**src/rtl/riscv_pkg.sv**
```systemverilog
// Shared load/store definitions: access-size encodings, FSM states, bus widths
// and the request-side formatting helpers (byte enables, store lane replication).
package riscv_pkg;

  localparam int XLEN = 32;
  localparam int BE_W = XLEN / 8;

  localparam logic [2:0] F3_B  = 3'b000;
  localparam logic [2:0] F3_H  = 3'b001;
  localparam logic [2:0] F3_W  = 3'b010;
  localparam logic [2:0] F3_BU = 3'b100;
  localparam logic [2:0] F3_HU = 3'b101;

  typedef enum logic [1:0] {
    LSU_IDLE,
    LSU_REQ,
    LSU_WAIT,
    LSU_DONE
  } lsu_state_e;

  // Unsigned variants only exist for loads.
  function automatic logic f3_legal(input logic [2:0] f3, input logic is_store);
    case (f3)
      F3_B, F3_H, F3_W: return 1'b1;
      F3_BU, F3_HU:     return !is_store;
      default:          return 1'b0;
    endcase
  endfunction

  function automatic logic f3_aligned(input logic [1:0] sz, input logic [1:0] off);
    case (sz)
      2'b01:   return !off[0];
      2'b10:   return off == 2'b00;
      default: return 1'b1;
    endcase
  endfunction

  function automatic logic [BE_W-1:0] lsu_be(input logic [1:0] sz, input logic [1:0] off);
    case (sz)
      2'b00:   return BE_W'(1) << off;
      2'b01:   return off[1] ? 4'b1100 : 4'b0011;
      default: return 4'b1111;
    endcase
  endfunction

  function automatic logic [XLEN-1:0] lsu_wdata(input logic [1:0] sz, input logic [XLEN-1:0] wd);
    case (sz)
      2'b00:   return {4{wd[7:0]}};
      2'b01:   return {2{wd[15:0]}};
      default: return wd;
    endcase
  endfunction

endpackage

```
**src/rtl/load_store_unit_if.sv**
```systemverilog
// Data-bus request/response channel between the load/store unit and memory.
interface load_store_unit_if;
  import riscv_pkg::*;

  logic            bus_req;
  logic            bus_we;
  logic [XLEN-1:0] bus_addr;
  logic [BE_W-1:0] bus_be;
  logic [XLEN-1:0] bus_wdata;
  logic            bus_gnt;
  logic            bus_rvalid;
  logic [XLEN-1:0] bus_rdata;

  modport master (
    output bus_req, bus_we, bus_addr, bus_be, bus_wdata,
    input  bus_gnt, bus_rvalid, bus_rdata
  );

  modport slave (
    input  bus_req, bus_we, bus_addr, bus_be, bus_wdata,
    output bus_gnt, bus_rvalid, bus_rdata
  );

endinterface

```
**src/rtl/load_store_unit_load_align.sv**
```systemverilog
// Load formatting: pick the addressed byte/half lane and sign- or zero-extend.
module load_align
  import riscv_pkg::*;
(
  input  logic [XLEN-1:0] rdata_i,
  input  logic [1:0]      off_i,
  input  logic [2:0]      funct3_i,
  output logic [XLEN-1:0] data_o
);

  logic [7:0]  byte_lane;
  logic [15:0] half_lane;

  always_comb begin
    case (off_i)
      2'd0:    byte_lane = rdata_i[7:0];
      2'd1:    byte_lane = rdata_i[15:8];
      2'd2:    byte_lane = rdata_i[23:16];
      default: byte_lane = rdata_i[31:24];
    endcase
    half_lane = off_i[1] ? rdata_i[31:16] : rdata_i[15:0];

    case (funct3_i)
      F3_B:    data_o = {{24{byte_lane[7]}}, byte_lane};
      F3_H:    data_o = {{16{half_lane[15]}}, half_lane};
      F3_W:    data_o = rdata_i;
      F3_BU:   data_o = {24'd0, byte_lane};
      F3_HU:   data_o = {16'd0, half_lane};
      default: data_o = '0;
    endcase
  end

endmodule

```
**src/rtl/load_store_unit.sv**
```systemverilog
// Multi-cycle load/store unit: one bus transaction per request, stalling the core
// until DONE; bus fields held stable until gnt, aborts with err after TIMEOUT_CYC.
module load_store_unit
  import riscv_pkg::*;
#(
  parameter int TIMEOUT_CYC = 16
) (
  input  logic             clk,
  input  logic             srst_n,
  input  logic             mem_read,
  input  logic             mem_w,
  input  logic [2:0]       funct3,
  input  logic [XLEN-1:0]  addr,
  input  logic [XLEN-1:0]  write_data,
  output logic [XLEN-1:0]  read_data,
  output logic             stall,
  output logic             err,
  load_store_unit_if.master bus
);

  localparam int CNT_W = $clog2(TIMEOUT_CYC + 1);

  lsu_state_e      state_q;
  logic [CNT_W-1:0] cnt_q;
  logic            bus_req_q, bus_we_q;
  logic [XLEN-1:0] bus_addr_q, bus_wdata_q, read_data_q;
  logic [BE_W-1:0] bus_be_q;
  logic [2:0]      funct3_q;
  logic [1:0]      off_q;
  logic            err_q;

  logic            req, legal, timeout;
  logic [XLEN-1:0] ld_data;

  always_comb begin
    req     = mem_read | mem_w;
    legal   = !(mem_read && mem_w) && f3_legal(funct3, mem_w) && f3_aligned(funct3[1:0], addr[1:0]);
    stall   = srst_n && req && legal && (state_q != LSU_DONE);
    timeout = (cnt_q == CNT_W'(TIMEOUT_CYC - 1));
  end

  load_align u_load_align (
    .rdata_i  (bus.bus_rdata),
    .off_i    (off_q),
    .funct3_i (funct3_q),
    .data_o   (ld_data)
  );

  always_ff @(posedge clk) begin
    if (!srst_n) begin
      state_q     <= LSU_IDLE;
      cnt_q       <= '0;
      bus_req_q   <= 1'b0;
      bus_we_q    <= 1'b0;
      bus_addr_q  <= '0;
      bus_be_q    <= '0;
      bus_wdata_q <= '0;
      read_data_q <= '0;
      funct3_q    <= '0;
      off_q       <= '0;
      err_q       <= 1'b0;
    end else begin
      err_q <= 1'b0;
      case (state_q)
        LSU_IDLE: begin
          if (req && legal) begin
            state_q     <= LSU_REQ;
            cnt_q       <= '0;
            bus_req_q   <= 1'b1;
            bus_we_q    <= mem_w;
            bus_addr_q  <= {addr[XLEN-1:2], 2'b00};
            bus_be_q    <= lsu_be(funct3[1:0], addr[1:0]);
            bus_wdata_q <= mem_w ? lsu_wdata(funct3[1:0], write_data) : '0;
            funct3_q    <= funct3;
            off_q       <= addr[1:0];
            read_data_q <= '0;
          end else if (req) begin
            err_q       <= 1'b1;
            read_data_q <= '0;
          end
        end
        LSU_REQ: begin
          cnt_q <= cnt_q + 1'b1;
          if (bus.bus_gnt) begin
            bus_req_q <= 1'b0;
            state_q   <= bus_we_q ? LSU_DONE : LSU_WAIT;
          end else if (timeout) begin
            bus_req_q   <= 1'b0;
            err_q       <= 1'b1;
            read_data_q <= '0;
            state_q     <= LSU_DONE;
          end
        end
        LSU_WAIT: begin
          cnt_q <= cnt_q + 1'b1;
          if (bus.bus_rvalid) begin
            read_data_q <= ld_data;
            state_q     <= LSU_DONE;
          end else if (timeout) begin
            err_q       <= 1'b1;
            read_data_q <= '0;
            state_q     <= LSU_DONE;
          end
        end
        LSU_DONE: state_q <= LSU_IDLE;
        default:  state_q <= LSU_IDLE;
      endcase
    end
  end

  assign bus.bus_req   = bus_req_q;
  assign bus.bus_we    = bus_we_q;
  assign bus.bus_addr  = bus_addr_q;
  assign bus.bus_be    = bus_be_q;
  assign bus.bus_wdata = bus_wdata_q;
  assign read_data     = read_data_q;
  assign err           = err_q;

endmodule

```
**src/flat_wrapper.sv**
```systemverilog
// flat-port wrapper written by rule: the top's interface ports become plain ports
module load_store_unit_flat import riscv_pkg::*;
#(
  parameter int TIMEOUT_CYC = 16
)
  (clk, srst_n, mem_read, mem_w, funct3, addr, write_data, read_data, stall, err, bus_bus_req, bus_bus_we, bus_bus_addr, bus_bus_be, bus_bus_wdata, bus_bus_gnt, bus_bus_rvalid, bus_bus_rdata);
  load_store_unit_if bus_i ();
  input  logic clk;
  input  logic srst_n;
  input  logic mem_read;
  input  logic mem_w;
  input  logic [2:0] funct3;
  input  logic [XLEN-1:0] addr;
  input  logic [XLEN-1:0] write_data;
  output logic [XLEN-1:0] read_data;
  output logic stall;
  output logic err;
  output wire logic [$bits(bus_i.bus_req)-1:0] bus_bus_req;
  output wire logic [$bits(bus_i.bus_we)-1:0] bus_bus_we;
  output wire logic [$bits(bus_i.bus_addr)-1:0] bus_bus_addr;
  output wire logic [$bits(bus_i.bus_be)-1:0] bus_bus_be;
  output wire logic [$bits(bus_i.bus_wdata)-1:0] bus_bus_wdata;
  input wire logic [$bits(bus_i.bus_gnt)-1:0] bus_bus_gnt;
  input wire logic [$bits(bus_i.bus_rvalid)-1:0] bus_bus_rvalid;
  input wire logic [$bits(bus_i.bus_rdata)-1:0] bus_bus_rdata;
  assign bus_bus_req = bus_i.bus_req;
  assign bus_bus_we = bus_i.bus_we;
  assign bus_bus_addr = bus_i.bus_addr;
  assign bus_bus_be = bus_i.bus_be;
  assign bus_bus_wdata = bus_i.bus_wdata;
  assign bus_i.bus_gnt = bus_bus_gnt;
  assign bus_i.bus_rvalid = bus_bus_rvalid;
  assign bus_i.bus_rdata = bus_bus_rdata;
  load_store_unit #(.TIMEOUT_CYC(TIMEOUT_CYC)) u_core (.clk(clk), .srst_n(srst_n), .mem_read(mem_read), .mem_w(mem_w), .funct3(funct3), .addr(addr), .write_data(write_data), .read_data(read_data), .stall(stall), .err(err), .bus(bus_i));
endmodule
```
**config.mk**
```make
export PLATFORM = sky130hd
export DESIGN_NAME = load_store_unit_flat
export DESIGN_NICKNAME = d
export VERILOG_FILES = /design/src/rtl/riscv_pkg.sv /design/src/rtl/load_store_unit_if.sv /design/src/rtl/load_store_unit_load_align.sv /design/src/rtl/load_store_unit.sv /design/src/flat_wrapper.sv
export SDC_FILE = /design/constraint.sdc
export NUM_CORES = 1
export LEC_CHECK = 0
export CORE_MARGIN = 8
export CORE_UTILIZATION = 40
export DETAILED_ROUTE_END_ITERATION = 12
export PLACE_DENSITY_LB_ADDON = 0.2
export SYNTH_ARGS = -nofsm -noshare
export SYNTH_HDL_FRONTEND = slang
export SYNTH_SLANG_ARGS = --single-unit
```
**constraint.sdc**
```tcl
create_clock -name clk -period 2.15 [get_ports clk]
set_input_delay 0.215 -clock clk [delete_from_list [all_inputs] [get_ports clk]]
set_output_delay 0.215 -clock clk [all_outputs]
set_load 0.03 [all_outputs]
```
==> out/metrics.yaml, run 1 <==
power:
  p_clk_share_pct: 39.9
  pwr-share-comb_pct: 24.3
  seq_power_share_pct: 35.7
  p_switching_mw: 1.79
  ir_drop_uv: 538
  p_leak_nw: 3.12
  power.total_mw: 6.34
  power_density_mw_per_mm2: 741
  switching_share_pct: 28.2
  internal_power_mw: 4.55
route:
  first_pass_iters: 6
  routed-wl-met3_um: 1610
  drt_iter0_markers: 382
  via_count: 5525
  drt-met1-wl_um: 7270
  vias_per_cell: 5.37
  top_layer_used: "met4"
  drc: 0
  met2_length_um: 8930
  drt-wirelength-per-cell_um: 17.7
  ant_nets: 0
  wirelength_um: 18200
global_route:
  grt_pass1_wl_um: 28900
  antenna_found_initial: 0
  first_global_vias: 5743
  track_usage_pct: 20.4
  grt_max_degree: 73
  grt.overflow.total: 0
finish:
  nFillCells: 1085
  antenna_cells: 0
  finalNetCount: 956
  areaGrowthSynthToFinish_pct: 59.5
  drive_gt1_share_pct: 13.4
critical_path:
  cp.required_ns: 1.93
  cp-endpoint: "stall"
  crit_type: "primary input to output port"
  reg2reg_depth: 9
  crit_path_end_kind: "output port"
  critPathMaxFanout: 4
  startpoint_type: "primary input"
  r2r-start: "u_core.cnt_q[0]"
  startpoint: "funct3[1]"
  worstReg2RegEnd: "u_core.read_data[24]"
  rrSetupSlack_ns: 0.15
  critPathArrivalTime_ns: 1.89
yosys:
  synth_seq_area_share_pct: 42.2
  yosysWarningCount: 0
  synth.distinct_cells: 49
  ys.flop_type: "dfxtp_1"
  synth_top_cell_by_area: "dfxtp_1"
  syn_area_per_cell_um2: 8.74
  synth-edff-count: 0
  synthCells: 614
  synth_top_area_share_pct: 42.2
  synth_area_mm2: 0.00537
  synth_area_leaders: "dfxtp_1, a21boi_0, nand2_1"
  async_flop_share_pct: 0
  synth-seq-cells: 113
cts:
  cts_tree: "built"
  clkTransAtPathRegs_ns: 0.05
  insertion_delay_ns: 0.41
  clk_path_buf_depth: 2
  cts_max_level: 4
  cts-root-buf: "clkbuf_16"
  clock_sinks: 113
  ctsHoldBuffers: 0
  cts-buffers-inserted: 17
floorplan:
  dieHeight_um: 132
  core_area_mm2: 0.0132
  rows: 42
  start_util_pct: 40.7
  io_pins: 209
  die_area_mm2: 0.0174
  die-width_um: 132
placement:
  gp_congestion: 0.869
  port_buffers: 206
  place_hpwl_um: 13600
  place_ws_ns: -0.484
sta:
  setup_viol: 0
  setup_ws_ns: 0.0410
  max_freq_mhz: 474
  fin_crit_sh_pct: 98.1
  hold_viol: 0
  skew_ns: 0.0118
  worstMarginPinSlew_ns: 0.968
  finalMaxSlewViolations: 0
  worst_slew_margin_rel_pct: 35.2
  post-route-min-period_ns: 2.11
job:
  maxCapViolCount: 0
status:
  status: "complete, no violations"
min_path:
  hp-class: "primary input to flop"
-- synthesized netlist by cell type (8+ instances only) --
cell and instances:
ha_1 10, dfxtp_1 113, nor2_1 37, mux4_2 8
clkbuf_1 40, nand2_1 116, o21a_1 10, a22o_1 10
nand3_1 13, nor3b_1 19, a221oi_1 24, o2bb2ai_1 17
a21boi_0 61, and2_1 9, inv_1 10, a21oi_1 29
or3_1 19, a222oi_1 8
-- layer usage --
layer	GRT usage, %	vias to the layer above
li1	-	2661
met1	22.1	2610
met2	34.8	221
met3	8.19	33
met4	8.62	0
met5	0	-
-- cells by family after synthesis --
| kind of cell | Yosys count | share of synthesized area [%] |
|---|---|---|
| other | 1 | 0.0699 |
| buffers and inverters | 61 | 4.57 |
| and+or+nand+nor | 235 | 21.0 |
| adders and majority gates | 10 | 2.33 |
| DFF | 113 | 42.2 |
| AOI/OAI and AO/OA | 185 | 26.4 |
| muxes | 9 | 3.54 |
-- worst min-delay path by stage --
stage,start,end,cells past startpoint
CTS,funct3[0],u_core.funct3_q[0],4
global placement,u_core.bus.bus_wdata[1],u_core.bus.bus_wdata[1],2
global route,funct3[1],u_core.funct3_q[1],4
finish,funct3[0],u_core.funct3_q[0],4
detailed placement,u_core.read_data[4],u_core.read_data[4],1
floorplan,addr[10],u_core.bus.bus_addr[10],2
-- worst max-delay path, stage by stage --
cell and delay, ns:
buf_2 0.13, buf_6 0.12, inv_4 0.07, ha_4 0.16
nor2_1 0.05, a21o_1 0.20, buf_6 0.12, or3_4 0.41
nor3b_4 0.26, buf_12 0.15
-- state kept, by name (all words and copies together) (netlist names) --
signal / cells
u_core.bus.bus_addr: 30
u_core.bus.bus_be: 4
u_core.bus.bus_req: 1
u_core.bus.bus_wdata: 32
u_core.bus.bus_we: 1
u_core.cnt_q: 5
u_core.err: 1
u_core.funct3_q: 3
u_core.off_q: 2
u_core.read_data: 32
u_core.state_q: 2
-- power groups by stage --
| stage | Combinational (mW) | Clock, mW | Sequential (mW) |
|---|---|---|---|
| finish | 1.54 | 2.53 | 2.26 |
| global placement | 1.45 | 0 | 2.30 |
| CTS | 1.51 | 2.58 | 2.26 |
| detailed placement | 1.49 | 0 | 2.30 |
| floorplan | 0.641 | 0 | 2.45 |
| global route | 1.66 | 2.68 | 2.27 |
-- metrics by stage --
stage / hold WS (ns) / instances / TNS (ns) / instance area [um^2] / utilization [%]
after CTS: 0.214 / 1023 / 0 / 8500 / 64.4
final: 0.226 / 1028 / 0 / 8560 / 64.9
after global routing: 0.240 / 1028 / -0.000885 / 8560 / 64.9
after detailed placement: 0.448 / 992 / -36.11 / 7900 / 59.9
after floorplan: 0.360 / 615 / 0 / 5380 / -
after global placement: 0.447 / 992 / -32.60 / 7900 / 59.9
-- area by class of cell --
cell class | instances | area, um^2 | area share [%]
Clock buffer | 25 | 515 | 6.03
Sequential cell | 113 | 2260 | 26.5
Inverter | 10 | 40.0 | 0.468
Multi-Input combinational cell | 441 | 2940 | 34.4
Timing Repair Buffer | 258 | 2550 | 29.8
Clock inverter | 5 | 27.5 | 0.322
Tap cell | 176 | 220 | 2.57
-- placed cells by master (no fill, tap or decap), drive strengths merged, types with 8 or more instances in the layout --
| cell | netlist | final |
|---|---|---|
| clkdlybuf4s50 | 0 | 197 |
| nand2 | 116 | 116 |
| dfxtp | 113 | 113 |
| a21boi | 61 | 61 |
| buf | 11 | 56 |
| nor2 | 37 | 37 |
| a21oi | 29 | 29 |
| clkbuf | 40 | 25 |
| a221oi | 24 | 24 |
| nor3b | 20 | 20 |
| or3 | 19 | 19 |
| o2bb2ai | 17 | 17 |
| nand3 | 13 | 13 |
| o21a | 10 | 10 |
| a22o | 10 | 10 |
| inv | 10 | 10 |
| ha | 10 | 10 |
| and2 | 9 | 9 |
| mux4 | 8 | 8 |
| a222oi | 8 | 8 |
| o21ai | 8 | 8 |
-- timing repair --
action / in CTS / in global routing
gates resized for setup: 23 / 10
setup endpoints to repair: 63 / 25
pin swaps: 5 / 6
setup buffers: 1 / 6
cloned: 0 / 0
Power figures use the tool's default switching activity.
==> run 2: changes to the inputs <==
--- a/config.mk
+++ b/config.mk
@@ -8,6 +8,7 @@
 export CORE_MARGIN = 8
 export CORE_UTILIZATION = 40
 export DETAILED_ROUTE_END_ITERATION = 12
+export GPL_TIMING_DRIVEN = 0
 export PLACE_DENSITY_LB_ADDON = 0.2
 export SYNTH_ARGS = -nofsm -noshare
 export SYNTH_HDL_FRONTEND = slang
==> run 2 against run 1 <==
Register-to-register slack worse by 0.03 ns; sequential power about the same; first-iteration DRC count up 19%; largest cell class unchanged; largest power group unchanged; clock skew down 0.0059 ns; total power up 7.6%.
==> out/metrics.yaml, run 2 (same netlist as run 1, synthesis figures left out) <==
cts:
  clock_sinks: 113  # unchanged
  insertion_delay_ns: 0.41  # about the same
  clkTransAtPathRegs_ns: 0.05  # about the same
  cts_tree: "built"
  cts-buffers-inserted: 17  # unchanged
  cts_max_level: 4  # unchanged
  ctsHoldBuffers: 0  # unchanged
  clk_path_buf_depth: 2  # unchanged
  cts-root-buf: "clkbuf_16"
floorplan:
  core_area_mm2: 0.0132  # unchanged
  io_pins: 209  # unchanged
  die_area_mm2: 0.0174  # unchanged
  start_util_pct: 40.7  # unchanged
  rows: 42  # unchanged
  die-width_um: 132  # unchanged
  dieHeight_um: 132  # unchanged
route:
  via_count: 5639  # +2.1%
  drt-wirelength-per-cell_um: 18.6  # +4.8%
  drt_iter0_markers: 455  # +19%
  vias_per_cell: 5.44  # +1.3%
  first_pass_iters: 6  # unchanged
  wirelength_um: 19300  # +5.6%
  drc: 0  # unchanged
  ant_nets: 0  # unchanged
critical_path:
  reg2reg_depth: 8  # -1
  critPathMaxFanout: 10  # +6
  crit_type: "primary input to output port"
  r2r-start: "u_core.cnt_q[0]"
  crit_path_end_kind: "output port"
  worstReg2RegEnd: "u_core.read_data[14]"
  critPathArrivalTime_ns: 1.87  # -0.02 ns
  startpoint_type: "primary input"
  cp.required_ns: 1.93  # about the same
  rrSetupSlack_ns: 0.12  # -0.03 ns
finish:
  final_common_cell: "clkdlybuf4s50_1"
  drive_gt1_share_pct: 12.8  # -0.59 points
  nFillCells: 1104  # +1.8%
  antenna_cells: 0  # unchanged
  finalNetCount: 962  # +0.63%
  final_cell_count_no_fill: 1036  # +0.78%
  areaGrowthSynthToFinish_pct: 58.2
  postLayoutCoreUtil_pct: 64.3  # -0.53 points
  layout_common_cells: "clkdlybuf4s50_1, nand2_1, dfxtp_1, a21boi_0, nor2_1"
sta:
  skew_ns: 0.00594  # -0.00590 ns
  max_freq_mhz: 479  # +1.1%
  post-route-min-period_ns: 2.09  # -0.0233 ns
  worstMarginPinSlew_ns: 0.827  # -0.142 ns
  setup_ws_ns: 0.0642  # +0.0233 ns
  worst_slew_margin_rel_pct: 44.7  # +9.5 points
  finalMaxSlewViolations: 0  # unchanged
  tns_ns: 0  # unchanged
  setup_viol: 0  # unchanged
  hold_viol: 0  # unchanged
  fin_crit_sh_pct: 97.0  # -1.1 points
  rsz0062_at_grt: "no"
placement:
  place_hpwl_um: 14600  # +7.7%
  place_ws_ns: -0.929  # -0.445 ns
  placed_cells: 996  # +0.40%
  port_buffers: 205  # -0.49%
  gp_congestion: 0.904  # +4.0%
global_route:
  grt.overflow.total: 0  # unchanged
  grt_max_degree: 17  # -77%
  grt_pass1_wl_um: 30600  # +5.7%
  first_global_vias: 5765  # +0.38%
  antenna_found_initial: 0  # unchanged
  track_usage_pct: 21.8  # +1.4 points
job:
  maxCapViolCount: 0  # unchanged
min_path:
  hold_depth: 3  # -1
  hp-class: "primary input to flop"
  hp-start: "funct3[0]"
  hold_end: "u_core.funct3_q[0]"
power:
  power_density_mw_per_mm2: 804  # +8.5%
  p_leak_nw: 3.06  # -2.0%
  ir_drop_uv: 514  # -4.6%
status:
  status: "complete, no violations"
## run 2: cell types whose count changed in the layout (fill, tap and decap cells not counted), moves of 4 or more
| cell | change |
|---|---|
| buf_4 | -26 |
| clkbuf_2 | +19 |
| clkbuf_1 | +15 |
| buf_12 | -8 |
| bufinv_16 | +4 |
## run 2: worst max-delay path, stage by stage
cell	delay (ns)
clkdlybuf4s50_1	0.52
clkbuf_4	0.22
nor2_1	0.12
or3_4	0.39
nor3b_2	0.21
buf_4	0.19
## run 2: how the worst max path moves through the flow
stage	start	slack (ns)	end	depth (start not counted)
floorplan	u_core.cnt_q[0]	0.05	u_core.read_data[10]	9
global placement	funct3[0]	-0.90	stall	8
detailed placement	funct3[0]	-0.93	stall	8
CTS	funct3[1]	-0.06	stall	9
global route	u_core.cnt_q[0]	0.005	u_core.read_data[14]	8
finish	mem_w	0.06	stall	6
## run 2: repair_timing
item | in CTS | in global routing
setup endpoints to repair | 110 | 105
buffers inserted | 2 | 9
pin swaps | 5 | 7
resized for setup | 45 | 46
## run 2: where the power goes
| part | switching, mW | internal, mW |
|---|---|---|
| sequential | 0.0716 | 2.19 |
| combinational | 0.842 | 0.690 |
| clock | 0.974 | 2.05 |
| total | 1.89 | 4.94 |
## run 2: cell type report
class	count	area (um^2)	area share (%)
Sequential cell	113	2260	26.7
Clock inverter	10	155	1.83
Inverter	10	37.5	0.442
Buffer	48	268	3.16
Clock buffer	22	484	5.71
Multi-Input combinational cell	441	2940	34.7
Tap cell	176	220	2.60
Timing Repair Buffer	216	2110	24.9
## run 2: per-stage QoR
stage / hold WS [ns] / area, um^2 / total power, mW
detailed placement: 0.447 / 7650 / 3.69
global placement: 0.444 / 7650 / 3.66
global route: 0.0914 / 8490 / 7.09
finish: 0.0933 / 8490 / 6.82
CTS: 0.217 / 8360 / 6.78
floorplan: 0.360 / 5380 / 3.09
## run 2: per-layer routing
layer | global-route usage [%] | up-vias | share of wire, %
met5 | 0 | - | 0
met1 | 24.8 | 2648 | 40
met2 | 35.5 | 270 | 47
met3 | 8.61 | 41 | 9.7
met4 | 9.89 | 0 | 2.7
li1 | - | 2680 | -
==> run 3: changes to the inputs <==
--- a/config.mk
+++ b/config.mk
@@ -5,11 +5,13 @@
 export SDC_FILE = /design/constraint.sdc
 export NUM_CORES = 1
 export LEC_CHECK = 0
+export ABC_AREA = 0
 export CORE_MARGIN = 8
-export CORE_UTILIZATION = 40
+export CORE_UTILIZATION = 41
 export DETAILED_ROUTE_END_ITERATION = 12
 export GPL_TIMING_DRIVEN = 0
 export PLACE_DENSITY_LB_ADDON = 0.2
 export SYNTH_ARGS = -nofsm -noshare
 export SYNTH_HDL_FRONTEND = slang
+export SYNTH_HIERARCHICAL = 1
 export SYNTH_SLANG_ARGS = --single-unit
==> run 3 against run 2 <==
Sequential share of layout area fell by 0.78 points; die area rose by 3.3%; core utilization fell by 0.61 points; first-iteration DRC count rose by 15%; non-clock buffer count rose by 9; clock skew barely moved; synthesized cell count rose by 14%; maximum frequency fell by 1.1%; clock power fell by 8.6%; setup slack got worse by 0.023 ns; global-route usage rose by 0.17 points; critical path type unchanged; largest power group unchanged.
==> out/metrics.yaml, run 3 <==
yosys:
  synth-edff-count: 0  # unchanged
  synthCells: 700  # +14%
  yosysWarningCount: 6  # +6
  synth_area_mm2: 0.00571  # +6.3%
  synth.distinct_cells: 60  # +22%
  synth_top_area_share_pct: 39.6  # -2.5 points
  syn_area_per_cell_um2: 8.15  # -6.7%
  ys_top_cells_by_count: "dfxtp_1, nand2_1, a21oi_1, nor2_1, a22oi_1"
  synth-seq-cells: 113  # unchanged
  synth_area_leaders: "dfxtp_1, nand2_1, a21oi_1"
  ys.flop_type: "dfxtp_1"
  synth_seq_area_share_pct: 39.6  # -2.5 points
  async_flop_share_pct: 0  # unchanged
  synth_top_cell_by_area: "dfxtp_1"
  synth.most_common_cell: "dfxtp_1"
finish:
  postLayoutCoreUtil_pct: 63.7  # -0.61 points
  nFillCells: 1234  # +12%
  areaGrowthSynthToFinish_pct: 53.2
  layout_common_cells: "clkdlybuf4s50_1, nand2_1, dfxtp_1, a21oi_1, nor2_1"
  final_common_cell: "clkdlybuf4s50_1"
  drive_gt1_share_pct: 12.6  # -0.16 points
  finalNetCount: 1047  # +8.8%
  final_cell_area_mm2: 0.00874  # +3.0%
cts:
  cts_tree: "built"
  clock_sinks: 113  # unchanged
  insertion_delay_ns: 0.41  # about the same
  cts-root-buf: "clkbuf_16"
  cts-buffers-inserted: 17  # unchanged
  clk_path_buf_depth: 2  # unchanged
  clkTransAtPathRegs_ns: 0.05  # about the same
  ctsHoldBuffers: 0  # unchanged
  cts_max_level: 4  # unchanged
critical_path:
  crit_path_end_kind: "output port"
  critPathArrivalTime_ns: 1.89  # +0.02 ns
  crit_type: "primary input to output port"
  startpoint_type: "primary input"
  critPathMaxFanout: 7  # -3
  cp.required_ns: 1.93  # about the same
sta:
  fin_crit_sh_pct: 98.1  # +1.1 points
  tns_ns: 0  # unchanged
  post-route-min-period_ns: 2.11  # +0.0227 ns
  max_freq_mhz: 474  # -1.1%
  rsz0062_at_grt: "no"
  worstMarginPinSlew_ns: 0.702  # -0.125 ns
  finalMaxSlewViolations: 0  # unchanged
  setup_viol: 0  # unchanged
  hold_viol: 0  # unchanged
  worst_slew_margin_rel_pct: 53.2  # +8.5 points
  skew_ns: 0.00566  # -0.000285 ns
floorplan:
  dieHeight_um: 134  # +1.6%
  start_util_pct: 41.6  # +0.91 points
  io_pins: 209  # unchanged
  die-width_um: 134  # +1.6%
  rows: 43  # +2.4%
  die_area_mm2: 0.0179  # +3.3%
  core_area_mm2: 0.0137  # +4.0%
power:
  pwr-share-comb_pct: 30.2  # +7.8 points
  p_clk_share_pct: 38.1  # -6.3 points
  power_density_mw_per_mm2: 832  # +3.5%
  seq_power_share_pct: 31.7  # -1.5 points
  ir_drop_uv: 630  # +23%
  switching_share_pct: 32.3  # +4.7 points
  p_switching_mw: 2.35  # +25%
  internal_power_mw: 4.92  # -0.25%
  p_leak_nw: 3.14  # +2.5%
  power.total_mw: 7.28  # +6.6%
min_path:
  hp-class: "primary input to flop"
route:
  drt_iter0_markers: 522  # +15%
  drt-wirelength-per-cell_um: 18.2  # -2.0%
  first_pass_iters: 6  # unchanged
  wirelength_um: 20400  # +6.2%
  via_count: 6142  # +8.9%
  drc: 0  # unchanged
  ant_nets: 0  # unchanged
  vias_per_cell: 5.47  # +0.48%
global_route:
  grt_pass1_wl_um: 31500  # +3.0%
  grt_max_degree: 17  # unchanged
  antenna_found_initial: 1  # +1
  grt.overflow.total: 0  # unchanged
  track_usage_pct: 22.0  # +0.17 points
  first_global_vias: 5859  # +1.6%
placement:
  gp_congestion: 0.867  # -4.1%
  port_buffers: 206  # +0.49%
  place_hpwl_um: 15100  # +3.6%
  placed_area_mm2: 0.00800  # +4.6%
status:
  status: "complete, no violations"
job:
  maxCapViolCount: 0  # unchanged
[run 3: critical path, cell delays in order]
cell and delay, ns:
clkdlybuf4s50_1 0.57, inv_1 0.10, a221oi_2 0.54, nor2_4 0.12, nand2_1 0.10, nor3_1 0.05
buf_4 0.20
[run 3: worst paths after layout]
kind              depth (start not counted)                endpoint  slack (ns)              startpoint
setup / recovery                          7                   stall        0.04                 addr[0]
setup reg to reg                          8    u_core/read_data[17]        0.10       u_core/state_q[1]
hold reg to reg                           2  u_core/bus.bus_addr[2]        0.45  u_core/bus.bus_addr[2]
hold / removal                            3      u_core/funct3_q[0]        0.19               funct3[0]
[run 3: layout make-up]
cell class	count	area, um^2	area share [%]
Antenna cell	1	2.50	0.0286
Buffer	61	347	3.96
Clock buffer	22	484	5.54
Clock inverter	9	106	1.22
Inverter	17	63.8	0.730
Multi-Input combinational cell	508	3150	36.0
Sequential cell	113	2260	25.9
Tap cell	180	225	2.58
Timing Repair Buffer	212	2100	24.1
[run 3: logic make-up after synthesis]
logic type,synth area share (%)
simple gates,19.0
compound gates,24.8
flops,39.6
buf+inv,6.49
mux,7.11
fa+ha+maj,2.81
other cells,0.0657
xor+xnor,0.154
[run 3: power groups by stage]
stage               logic, mW  registers, mW  clock network [mW]
finish                   2.20           2.31                2.77
global route             2.35           2.32                2.92
CTS                      2.08           2.30                2.83
detailed placement       1.97           2.34                   0
global placement         1.97           2.34                   0
floorplan                1.06           2.49                   0
[run 3: routing by layer]
layer	wire length [um]	global-route usage [%]	share of wire, %	up-vias
li1	-	-	-	2965
met1	8520	27.0	42	2866
met2	9390	34.5	46	285
met3	2130	8.56	10	26
met4	406	7.49	2.0	0
met5	0	0	0	-
[run 3: repair_timing]
action | 4_1_cts | 5_1_grt
endpoints found under the setup margin | 111 | 94
setup buffers | 0 | 6
pin swaps | 2 | 6
gates resized for setup | 31 | 29
[run 3: per-stage QoR]
stage | instances | setup slack, ns | hold WS [ns]
2_1_floorplan | 701 | 0.0600 | 0.351
3_3_place_gp | 1087 | -0.789 | 0.438
3_5_place_dp | 1087 | -0.859 | 0.445
4_1_cts | 1116 | 0.00670 | 0.213
5_1_grt | 1123 | 0.00629 | 0.193
6_report | 1123 | 0.0416 | 0.193
==> variant (config.mk and constraints of run 2) <==
`TIMEOUT_CYC` is set to 16 in 2 places; all go to 32.
--- a/src/rtl/load_store_unit.sv
+++ b/src/rtl/load_store_unit.sv
@@ -3,7 +3,7 @@
 module load_store_unit
   import riscv_pkg::*;
 #(
-  parameter int TIMEOUT_CYC = 16
+  parameter int TIMEOUT_CYC = 32
 ) (
   input  logic             clk,
   input  logic             srst_n,
--- a/src/flat_wrapper.sv
+++ b/src/flat_wrapper.sv
@@ -1,7 +1,7 @@
 // flat-port wrapper written by rule: the top's interface ports become plain ports
 module load_store_unit_flat import riscv_pkg::*;
 #(
-  parameter int TIMEOUT_CYC = 16
+  parameter int TIMEOUT_CYC = 32
 )
   (clk, srst_n, mem_read, mem_w, funct3, addr, write_data, read_data, stall, err, bus_bus_req, bus_bus_we, bus_bus_addr, bus_bus_be, bus_bus_wdata, bus_bus_gnt, bus_bus_rvalid, bus_bus_rdata);
   load_store_unit_if bus_i ();
Function: no difference found for any inputs over 4 cycles, from zero or initial values and one cycle with srst_n low; that may be too few to reach the edited logic, so the function may still have changed.
==> variant against run 2 <==
Design area is 2.0% lower; critical path depth increased by 4; worst setup slack gained 6.1 ps; sequential cell count grew 1; combinational power is 31% higher; utilization fell by 0.76 points; hold slack gained 110 ps; area after synthesis fell by 1.5%; routed wire length decreased by 2.2%; global-route usage decreased by 0.43 points; power grew 6.0%; clock skew shrank 1.8 ps; maximum frequency rose by 0.29%; final cell count is 5.2% lower; critical endpoint is now u_core.bus.bus_wdata[24]$_SDFFE_PN0P_; highest routed layer is now met5.
==> variant: results (changes against run 2) <==
Parameter                              Value

Placement
  Gpl congestion    0.8767 (-3.0%)
  IO Port Bufs    206 (+0.49%)

Synth
  Post-Syn Instances    564 (-8.1%)
  Commonest cells in the synthesized netlist    sky130_fd_sc_hd__dfxtp_1 (114), sky130_fd_sc_hd__nand2_1 (82), sky130_fd_sc_hd__o2bb2ai_1 (56)
  Share of the yosys chip area belonging to registers    43.18% (+1.0 points)
  Arithmetic-cell share of the synthesized area counting full adders, half adders and majority gates    2.367% (+0.035 points)
  Multiplexer area fraction after synthesis    5.398% (+1.9 points)

GRT
  All-layer global routing usage    21.39% (-0.43 points)
  Via count of the first global-routing pass    5298 (-8.1%)
  Global routing met2 resource utilization    34.38% (-1.1 points)
  Met3 capacity usage during global routing    6.656% (-2.0 points)
  Number of antenna violations at the first check in global routing    3 (+3)

Final layout
  Share of final-layout standard cells stronger than drive strength 1    11.68% (-1.1 points)
  Cell Count, Final, Fillers Out    982 (-5.2%)

Critical path
  Critical register-to-register path startpoint    u_core.state_q[0]$_SDFFE_PN0P_
  Worst setup path end    u_core.bus.bus_wdata[24]$_SDFFE_PN0P_
  Worst Path Arrival    2380 ps (+510 ps)
  Critical path's largest stage delay    330 ps (-190 ps)

Run status
  Outcome    finished, final reports clean

Detailed routing
  Detail-routed net length per standard cell    19.18 um (+3.2%)
  Iteration count of the initial detailed-routing pass    9 (+3)
  Detail-routed via count per cell    5.440 (about the same)

Worst hold path
  Worst Hold End    u_core.off_q[0]$_SDFFE_PN0P_
  Startpoint of the lowest-slack hold path    addr[0]

STA
  Worst Skew    4.188 ps (-1.753 ps)
  Final Critical Period    2080 ps (-6.070 ps)

Power and ir drop
  Static leakage power    3.051 nW (-0.28%)
[variant: changes by cell type after synthesis, sizes merged, moves of 6 or more]
cell     before  now
o2bb2ai      17   56
mux2i         1    9
a21boi       61   46
nor3b        20    4
and2          9   27
clkbuf       40   30
nor2         37   13
buf          11   17
nand2       116   82
nand2b        5   13
a22oi         0    9
or3          19    1
a221oi       24    8
o21a         10    1
[variant: cell type report]
| cell class | instances | area, um^2 |
|---|---|---|
| Inverter | 7 | 26.28 |
| Timing Repair Buffer | 210 | 2096 |
| Clock buffer | 24 | 511.7 |
| Tap cell | 176 | 220.2 |
| Clock inverter | 8 | 98.84 |
| Fill cell | 1089 | 4767 |
| Antenna cell | 1 | 2.502 |
| Multi-Input combinational cell | 397 | 2841 |
| Sequential cell | 114 | 2282 |
| Buffer | 45 | 239.0 |
[variant: metrics by stage]
stage | cell area (um^2) | total power (W)
after detailed placement | 7577 | 0.004299
after global routing | 8318 | 0.007543
after global placement | 7577 | 0.004256
after floorplan | 5295 | 0.003538
after CTS | 8243 | 0.007206
final | 8318 | 0.007232
[variant: per-layer routing]
layer  wire (um)  part of all wire (%)  up-vias
li1            -                     -     2539
met1        7773                    41     2538
met5          16                 0.085        -
met2        8924                    47      228
met4         424                   2.3        4
met3        1694                   9.0       33
[variant: power groups by stage]
stage	combinational [W]	sequential [W]	clock [W]
6_report	0.00201	0.00238	0.00285
5_1_grt	0.00215	0.00239	0.00300
4_1_cts	0.00193	0.00237	0.00290
3_5_place_dp	0.00188	0.00242	0
3_3_place_gp	0.00185	0.00241	0
2_1_floorplan	0.000907	0.00263	0
[variant: what timing repair did]
item	in CTS	in global routing
setup endpoints to repair	110	70
resized for setup	26	31
buffers inserted	3	1
pin swaps	3	2
